**config.mk**
```make
export PLATFORM = sky130hd
export DESIGN_NAME = rtc_timer_flat
export DESIGN_NICKNAME = d
export VERILOG_FILES = /design/src/rtl/rtc_timer_if.sv /design/src/rtl/rtc_timer.sv /design/src/flat_wrapper.sv
export SDC_FILE = /design/constraint.sdc
export NUM_CORES = 1
export LEC_CHECK = 0
export CAP_MARGIN = 10
export CORE_MARGIN = 2
export CORE_UTILIZATION = 56
export CTS_CLUSTER_SIZE = 20
export DETAILED_ROUTE_END_ITERATION = 10
export HOLD_SLACK_MARGIN = 0.08
export PLACE_DENSITY = 0.77
export RECOVER_POWER = 100
export SLEW_MARGIN = 10
export SYNTH_ARGS = -nofsm -noshare
export SYNTH_HDL_FRONTEND = slang
export SYNTH_SLANG_ARGS = --single-unit
```
**constraint.sdc**
```tcl
create_clock -name clk -period 3.72 [get_ports clk]
set_input_delay 1.116 -clock clk [delete_from_list [all_inputs] [get_ports clk]]
set_output_delay 1.116 -clock clk [all_outputs]
set_load 0.01 [all_outputs]
```
**src/rtl/rtc_timer_if.sv**
```systemverilog
// -----------------------------------------------------------------------------
// rtc_timer_if
// Register access bus for rtc_timer: a one-cycle write strobe and a one-cycle
// read strobe with a registered read return.
//
// Signals:
//   wr_en    : write strobe, one cycle
//   wr_addr  : write select (0=mtime_lo, 1=mtime_hi, 2=cmp_lo, 3=cmp_hi)
//   wr_data  : write data
//   rd_en    : read strobe, one cycle
//   rd_addr  : read select, same map as wr_addr
//   rd_data  : read data, valid while rd_valid=1, held until the next read
//   rd_valid : one-cycle read-return pulse, one cycle after rd_en
//
// Modports: master (bus initiator), slave (rtc_timer).
// -----------------------------------------------------------------------------
interface rtc_timer_if;
    logic        wr_en;
    logic [1:0]  wr_addr;
    logic [31:0] wr_data;
    logic        rd_en;
    logic [1:0]  rd_addr;
    logic [31:0] rd_data;
    logic        rd_valid;

    modport master (
        output wr_en,
        output wr_addr,
        output wr_data,
        output rd_en,
        output rd_addr,
        input  rd_data,
        input  rd_valid
    );

    modport slave (
        input  wr_en,
        input  wr_addr,
        input  wr_data,
        input  rd_en,
        input  rd_addr,
        output rd_data,
        output rd_valid
    );
endinterface

```
**src/rtl/rtc_timer.sv**
```systemverilog
// -----------------------------------------------------------------------------
// rtc_timer
// Machine timer: a CNT_W-bit mtime counter advanced once per rising edge of the
// divided RTC clock (rtc_tick_clk, already in the clk domain), plus an optional
// mtimecmp compare register driving a level interrupt.
//
// Ports:
//   clk          : system clock, single domain
//   rst          : synchronous active-high reset
//   rtc_tick_clk : divided RTC clock, registered in the clk domain
//   rtc_en       : count enable; ticks seen while low are lost
//   bus          : rtc_timer_if.slave register access bus
//   irq          : timer interrupt, level, registered (mtime >= mtimecmp)
//
// Configuration:
//   RTC_TIMER_IRQ_EN : when defined, mtimecmp, the comparator and irq exist.
//                      When undefined, irq is tied to 0, writes to addresses
//                      2/3 are ignored and reads of addresses 2/3 return 0.
//
// Reading mtime is split: a read of mtime_lo captures the upper bits into a
// shadow, and a read of mtime_hi returns that shadow, so a lo-then-hi pair is
// coherent even if the counter carries between the two reads.
// -----------------------------------------------------------------------------
module rtc_timer #(
    parameter int CNT_W = 64
) (
    input  logic        clk,
    input  logic        rst,
    input  logic        rtc_tick_clk,
    input  logic        rtc_en,
    rtc_timer_if.slave  bus,
    output logic        irq
);

    localparam int               HI_W    = CNT_W - 32;
    localparam logic [CNT_W-1:0] CNT_ONE = {{(CNT_W-1){1'b0}}, 1'b1};
    localparam logic [1:0]       A_MT_LO = 2'd0;
    localparam logic [1:0]       A_MT_HI = 2'd1;
    localparam logic [1:0]       A_CM_LO = 2'd2;
    localparam logic [1:0]       A_CM_HI = 2'd3;

    // Zero-extend an upper-half value onto the 32-bit read bus.
    function automatic logic [31:0] zext_hi(input logic [HI_W-1:0] v);
        logic [31:0] r;
        r         = 32'h0000_0000;
        r[HI_W-1:0] = v;
        return r;
    endfunction

    logic             tick_d_q;
    logic             tick_s;
    logic             wr_mt_lo_s;
    logic             wr_mt_hi_s;
    logic [CNT_W-1:0] mtime_q;
    logic [CNT_W-1:0] mtime_d;
    logic [HI_W-1:0]  shadow_q;
    logic [HI_W-1:0]  shadow_d;
    logic [31:0]      rd_data_q;
    logic [31:0]      rd_data_d;
    logic             rd_valid_q;
    logic             rd_valid_d;
    logic [31:0]      rd_mux_s;
    logic [31:0]      cmp_lo_rd_s;
    logic [31:0]      cmp_hi_rd_s;

    // Rising-edge detect on the already-synchronous divided clock.
    assign tick_s     = rtc_tick_clk & ~tick_d_q;
    assign wr_mt_lo_s = bus.wr_en && (bus.wr_addr == A_MT_LO);
    assign wr_mt_hi_s = bus.wr_en && (bus.wr_addr == A_MT_HI);

    // Edge detector history register; keeps tracking even while rtc_en=0.
    always_ff @(posedge clk) begin
        if (rst) begin
            tick_d_q <= 1'b0;
        end else begin
            tick_d_q <= rtc_tick_clk;
        end
    end

    // mtime next state: a bus write wins and the same-cycle increment is dropped.
    always_comb begin
        mtime_d = mtime_q;
        if (wr_mt_lo_s) begin
            mtime_d[31:0] = bus.wr_data;
        end else if (wr_mt_hi_s) begin
            mtime_d[CNT_W-1:32] = bus.wr_data[HI_W-1:0];
        end else if (tick_s && rtc_en) begin
            mtime_d = mtime_q + CNT_ONE;
        end else begin
            mtime_d = mtime_q;
        end
    end

    // mtime register; wraps naturally at 2^CNT_W.
    always_ff @(posedge clk) begin
        if (rst) begin
            mtime_q <= '0;
        end else begin
            mtime_d_unused_guard: mtime_q <= mtime_d;
        end
    end

`ifdef RTC_TIMER_IRQ_EN
    logic [CNT_W-1:0] cmp_q;
    logic [CNT_W-1:0] cmp_d;
    logic             irq_q;
    logic             irq_d;

    // mtimecmp next state from cmp_lo / cmp_hi writes.
    always_comb begin
        cmp_d = cmp_q;
        if (bus.wr_en && (bus.wr_addr == A_CM_LO)) begin
            cmp_d[31:0] = bus.wr_data;
        end else if (bus.wr_en && (bus.wr_addr == A_CM_HI)) begin
            cmp_d[CNT_W-1:32] = bus.wr_data[HI_W-1:0];
        end else begin
            cmp_d = cmp_q;
        end
    end

    // Compare on the registered (already updated) values, so irq follows a
    // change of mtime or mtimecmp by exactly one cycle.
    always_comb begin
        irq_d = 1'b0;
        if (mtime_q >= cmp_q) begin
            irq_d = 1'b1;
        end else begin
            irq_d = 1'b0;
        end
    end

    // mtimecmp and irq registers; all-ones compare keeps irq quiet after reset.
    always_ff @(posedge clk) begin
        if (rst) begin
            cmp_q <= '1;
            irq_q <= 1'b0;
        end else begin
            cmp_q <= cmp_d;
            irq_q <= irq_d;
        end
    end

    assign cmp_lo_rd_s = cmp_q[31:0];
    assign cmp_hi_rd_s = zext_hi(cmp_q[CNT_W-1:32]);
    assign irq         = irq_q;
`else
    assign cmp_lo_rd_s = 32'h0000_0000;
    assign cmp_hi_rd_s = 32'h0000_0000;
    assign irq         = 1'b0;
`endif

    // Read select on the current (pre-write) register values.
    always_comb begin
        rd_mux_s = 32'h0000_0000;
        case (bus.rd_addr)
            A_MT_LO: rd_mux_s = mtime_q[31:0];
            A_MT_HI: rd_mux_s = zext_hi(shadow_q);
            A_CM_LO: rd_mux_s = cmp_lo_rd_s;
            A_CM_HI: rd_mux_s = cmp_hi_rd_s;
            default: rd_mux_s = 32'h0000_0000;
        endcase
    end

    // Read return next state; a mtime_lo read also snapshots the upper bits.
    always_comb begin
        rd_valid_d = bus.rd_en;
        rd_data_d  = rd_data_q;
        shadow_d   = shadow_q;
        if (bus.rd_en) begin
            rd_data_d = rd_mux_s;
            if (bus.rd_addr == A_MT_LO) begin
                shadow_d = mtime_q[CNT_W-1:32];
            end else begin
                shadow_d = shadow_q;
            end
        end else begin
            rd_data_d = rd_data_q;
            shadow_d  = shadow_q;
        end
    end

    // Read return registers; reset drops any read pending in the same cycle.
    always_ff @(posedge clk) begin
        if (rst) begin
            rd_data_q  <= 32'h0000_0000;
            rd_valid_q <= 1'b0;
            shadow_q   <= '0;
        end else begin
            rd_data_q  <= rd_data_d;
            rd_valid_q <= rd_valid_d;
            shadow_q   <= shadow_d;
        end
    end

    assign bus.rd_data  = rd_data_q;
    assign bus.rd_valid = rd_valid_q;

endmodule

```
**src/flat_wrapper.sv**
```systemverilog
// flat-port wrapper written by rule: the top's interface ports become plain ports
module rtc_timer_flat 
#(
    parameter int CNT_W = 64
)
  (clk, rst, rtc_tick_clk, rtc_en, irq, bus_wr_en, bus_wr_addr, bus_wr_data, bus_rd_en, bus_rd_addr, bus_rd_data, bus_rd_valid);
  rtc_timer_if bus_i ();
  input  logic clk;
  input  logic rst;
  input  logic rtc_tick_clk;
  input  logic rtc_en;
  output logic irq;
  input wire logic [$bits(bus_i.wr_en)-1:0] bus_wr_en;
  input wire logic [$bits(bus_i.wr_addr)-1:0] bus_wr_addr;
  input wire logic [$bits(bus_i.wr_data)-1:0] bus_wr_data;
  input wire logic [$bits(bus_i.rd_en)-1:0] bus_rd_en;
  input wire logic [$bits(bus_i.rd_addr)-1:0] bus_rd_addr;
  output wire logic [$bits(bus_i.rd_data)-1:0] bus_rd_data;
  output wire logic [$bits(bus_i.rd_valid)-1:0] bus_rd_valid;
  assign bus_i.wr_en = bus_wr_en;
  assign bus_i.wr_addr = bus_wr_addr;
  assign bus_i.wr_data = bus_wr_data;
  assign bus_i.rd_en = bus_rd_en;
  assign bus_i.rd_addr = bus_rd_addr;
  assign bus_rd_data = bus_i.rd_data;
  assign bus_rd_valid = bus_i.rd_valid;
  rtc_timer #(.CNT_W(CNT_W)) u_core (.clk(clk), .rst(rst), .rtc_tick_clk(rtc_tick_clk), .rtc_en(rtc_en), .bus(bus_i), .irq(irq));
endmodule
```
# After elaboration in Yosys (flattened, before gate mapping)
# Index checks and enable logic that the tools add are counted.
[word_totals] out_inout_bits=34 in_bits=42 wordCells=31 regBits=130
[op_classes] n_eq_ne=5 mux=5 reduce_logical=11 bitwise=3 addsub=1
[op_table] cell="2-to-1 mux 32 bit" count=3
[op_table] cell="case mux 32 bit (3 select lines)" count=1
[op_table] cell="adder 64 x 1 -> 64 bit (second input constant)" count=1
[op_table] cell="2-to-1 mux 64 bit" count=1
[op_table] cell="AND reduction 2 bit" count=3
[op_table] cell="equality test 2 x 1 -> 1 bit (second input constant)" count=2
[op_table] cell="equality test 2 bit (second input constant)" count=2
[op_table] cell="logical NOT 2 bit" count=2
[op_table] cell="nonzero test 2 bit" count=2
[op_table] cell="logical AND 1 bit" count=3
[op_table] cell="!= test 2 x 1 -> 1 bit (second input constant)" count=1
[op_table] cell="inverter 1 bit" count=2
[op_table] cell="OR reduction 2 bit" count=1
[op_table] cell="bitwise AND 1 bit" count=1

# Depth between registers and ports, before layout
[logic_depth] ltp_word=6 mapped_depth=8 mapped_depth_nobuf=7

# Least setup slack after synthesis
# OpenSTA, ideal clock, no wires.
[synth_path] kind="input -> register" from="input bus_wr_en" to="register u_core.mtime_q[44]" setup_slack_ps=487 cell_stages=8 required_ps=3650 n_path_buf=2 setup_ps=70 arrival_ps=3163 path_cell_list="nor2b_1 clkbuf_1 or2_2 clkbuf_1 or4_1 nor4b_2 mux2_2 a21oi_1"
[synth_between] elab_chain_cells=3 word_cells_on_any_way=6 cone_classes="mux: 1; bitwise: 1; reduce/logical: 4"
[synth_rtl] item="start, declared" line="flat_wrapper.sv:13" rtl="input wire logic [$bits(bus_i.wr_en)-1:0] bus_wr_en;"
[synth_rtl] item="logical AND 1 bit (on tied branches)" line="rtc_timer.sv:69, rtc_timer.sv:68"
[synth_rtl] item="nonzero test 2 bit (no source line) or inverter 1 bit (tied branches)"
[synth_rtl] item="AND reduction 2 bit (no source line)"
[synth_rtl] item="end signal, assigned" line="rtc_timer.sv:99" rtl="mtime_d_unused_guard: mtime_q <= mtime_d;"
[synth_rtl] item="end, declared" line="rtc_timer.sv:54" rtl="logic [CNT_W-1:0] mtime_q;"
# Parallel ways exist; a longest one is shown, timed or not.
# A chain may end at the register's enable or synchronous reset.

# Worst setup path after layout
[layout_path] from="input bus_wr_en" to="register u_core.mtime_q[63]"
# Same word-level chain as after synthesis.

==> results by group <==
Clock network
  • H-tree level count: 4
  • CTS root buf: clkbuf_16
  • CTS sink cnt: 130
  • CTS Buffer Depth: 2
  • Worst-skew pair later-pin latency: 430 ps
  • Worst-path clk slew: 60 ps
  • CTS tree: built
  • Clock buffer count from CTS: 17
  • Post-cts sizing count: 0
  • CTS Hold Bufs: 0
  • Post-CTS Setup Bufs: 0

Synth
  • Synth cell types: 51
  • Most common cell in the netlist: dfxtp_1
  • Seq/Total Area, Yosys: 0.4111
  • Mapped cell area: 6331 µm²
  • Post-synth EDFFs: 0
  • Ys async rst share: 0
  • Synth Instances: 785
  • Post-synth top cells: dfxtp_1, nor2_1, nand2_1, a21oi_1, clkbuf_1
  • Syn nets: 828
  • Synth warn: 0
  • Top cells by area, synth: dfxtp_1, nor2_1, a21oi_1
  • Post-synth top area share: 0.4111
  • Synth Area per Inst: 8.065 µm²
  • Largest area contributor in the netlist: dfxtp_1
  • Synth Register Bits: 130
  • Post-synth top flop: dfxtp_1

Setup path
  • Crit. End Element: flip-flop
  • Req. time, crit path: 4040 ps
  • Slowest CP cell: nor4_1
  • Critical path cell sequence: dlygate4sd3_1, nor2b_1, nor4_1, buf_4, and4_1, buf_4, nand4_1, xor2_1, a211oi_1
  • Worst-path fanout max: 7
  • Crit path arrival time: 3680 ps
  • Critical path class: input pin to flip-flop
  • Critical path startpoint category: input pin
  • Critical path's most frequent cell: buf_4
  • Max stage delay on crit path: 610 ps

Cells and area
  • Fraction of final layout cells sized beyond drive strength 1: 0.1026
  • Final-layout fill cell count: 878
  • P&R area growth vs syn: 22.87%
  • Final Util: 0.7113
  • ANT cells: 0
  • Finished Cell Area: 7779 µm²
  • Post-Layout Cell Count: 998
  • Layout Nets: 888

STA
  • Setup Viol. Count Final: 0
  • Peak Freq: 297.0 MHz
  • Clock Skew: 10.77 ps
  • Hold_ws: 453.5 ps
  • Setup tns final: 0 ps
  • Slew Limit Fails: 75
  • Fin. Hold Viols: 0
  • Final Cycle Share: 0.9050
  • RSZ-0062 raised after global routing: false
  • Fin crit period: 3367 ps
  • Slew @ Worst Pin: 1593 ps
  • Slew headroom: -0.06208

Detailed routing
  • ANT nets after route: 0
  • DR WL met3: 1176 µm
  • Pre-Repair DR Iteration Count: 6
  • Wire length on met1: 7846 µm
  • DRT iter0 DRCs: 600
  • DR top layer: met4
  • Remaining DRCs: 0
  • Final WL: 18220 µm
  • Routed wl met2: 8639 µm
  • WL/cell: 18.25 µm
  • Via density: 6.080
  • Vias after detailed routing: 6068

Floorplanning
  • I/O Pins: 76
  • Die ar.: 12170 µm²
  • Core area: 10940 µm²
  • Die Span X: 110.3 µm
  • Std-Cell Rows: 38
  • DIE HEIGHT: 110.3 µm
  • Initial Utilization: 0.5789

Run
  • Max-Cap Viols: 1

Outcome
  • Failing checks: capacitance limit, slew limit
  • Status: finished with violations

Global route
  • Vias in the first global route: 5716
  • Total track usage: 0.3143
  • Initial antenna violation count: 0
  • First-pass GRT wire length: 28830 µm
  • Pin count of the biggest net entering global routing: 75
  • Global route overflow: 0

Place
  • Post-DP HPWL: 12040 µm
  • DP Area: 7201 µm²
  • Dpl cells: 966
  • Input/output buffers: 74
  • Global placer's final weighted congestion: 0.9921

Power and ir drop
  • PD cells: 450.1 nW/µm²
  • P_leak: 2.690 nW
  • IR drop worst, VDD: 0.0003815 V

Hold path
  • Hold Crit Class: flip-flop to flip-flop
==> cell families after synthesis <==
family,synth area share
XOR/XNOR,0.06225
other,0.0005923
multiplexers,0.05336
AND/OR/NAND/NOR,0.2881
flip-flops,0.4111
buffers and inverters,0.03597
adder cells (fa/ha/maj),0.001976
AO/OA/AOI/OAI,0.1466
==> power by group <==
| group | internal (mW) | switching, mW | total [mW] |
|---|---|---|---|
| Sequential | 1.44 | 0.0582 | 1.49 |
| Combinational | 0.110 | 0.132 | 0.242 |
| Clock | 1.13 | 0.632 | 1.76 |
| Total | 2.68 | 0.822 | 3.50 |
==> worst paths after layout <==
check / start / to / slack (ps) / cells after the start
max: bus_wr_en / u_core.mtime_q[63] / 350 / 9
min: u_core.shadow_q[12] / u_core.shadow_q[12] / 450 / 2
max reg2reg: u_core.mtime_q[0] / u_core.mtime_q[34] / 840 / 8
min reg2reg: u_core.shadow_q[12] / u_core.shadow_q[12] / 450 / 2
==> state kept, by name, indices dropped and copies added, names as in the netlist <==
signal,count
u_core.bus.rd_data,32
u_core.bus.rd_valid,1
u_core.mtime_q,64
u_core.shadow_q,32
u_core.tick_d_q,1
==> worst max-delay path: cells and delay by family <==
family	cells	cell delay (ps)
XOR/XNOR	1	180
AO/OA/AOI/OAI	1	220
AND/OR/NAND/NOR	4	1180
buffers and inverters	3	980
==> area by class of cell <==
class / count / area [µm²] / share of cell area
inverter: 5 / 18.77 / 0.002413
clock inverter: 14 / 187.7 / 0.02413
clock buffer: 18 / 439.2 / 0.05646
tap: 140 / 175.2 / 0.02252
sequential: 130 / 2603 / 0.3346
timing repair buffer: 95 / 863.3 / 0.1110
multi-input combinational: 596 / 3492 / 0.4489
==> metrics by stage <==
step | setup slack, ps | total power [mW]
after floorplan | 486.7 | 1.646
after global placement | 216.1 | 1.757
after detailed placement | 134.3 | 1.762
after CTS | 575.2 | 3.509
after global routing | 277.2 | 3.590
final | 353.4 | 3.501
==> per-layer routing <==
metal,vias up,global-route usage
met3,48,0.05350
met4,0,0.1518
met2,268,0.5158
met5,-,0
met1,2854,0.4012
li1,2898,-
==> placed cells by master (no fill, tap or decap), types with 9 or more instances in the layout <==
cell             count
a211oi_1            44
a21oi_1             76
buf_4               12
clkbuf_16           17
clkdlybuf4s50_1     38
dfxtp_1            130
dlygate4sd3_1       35
mux2_2              27
nand2_1            101
nand3_1             32
nand4_1             17
nor2_1             105
nor2b_1             35
nor3_1              16
nor4_1              10
o21ai_0              9
or3_1                9
xnor2_1             26
xor2_1              19
Power figures use the tool's default switching activity.
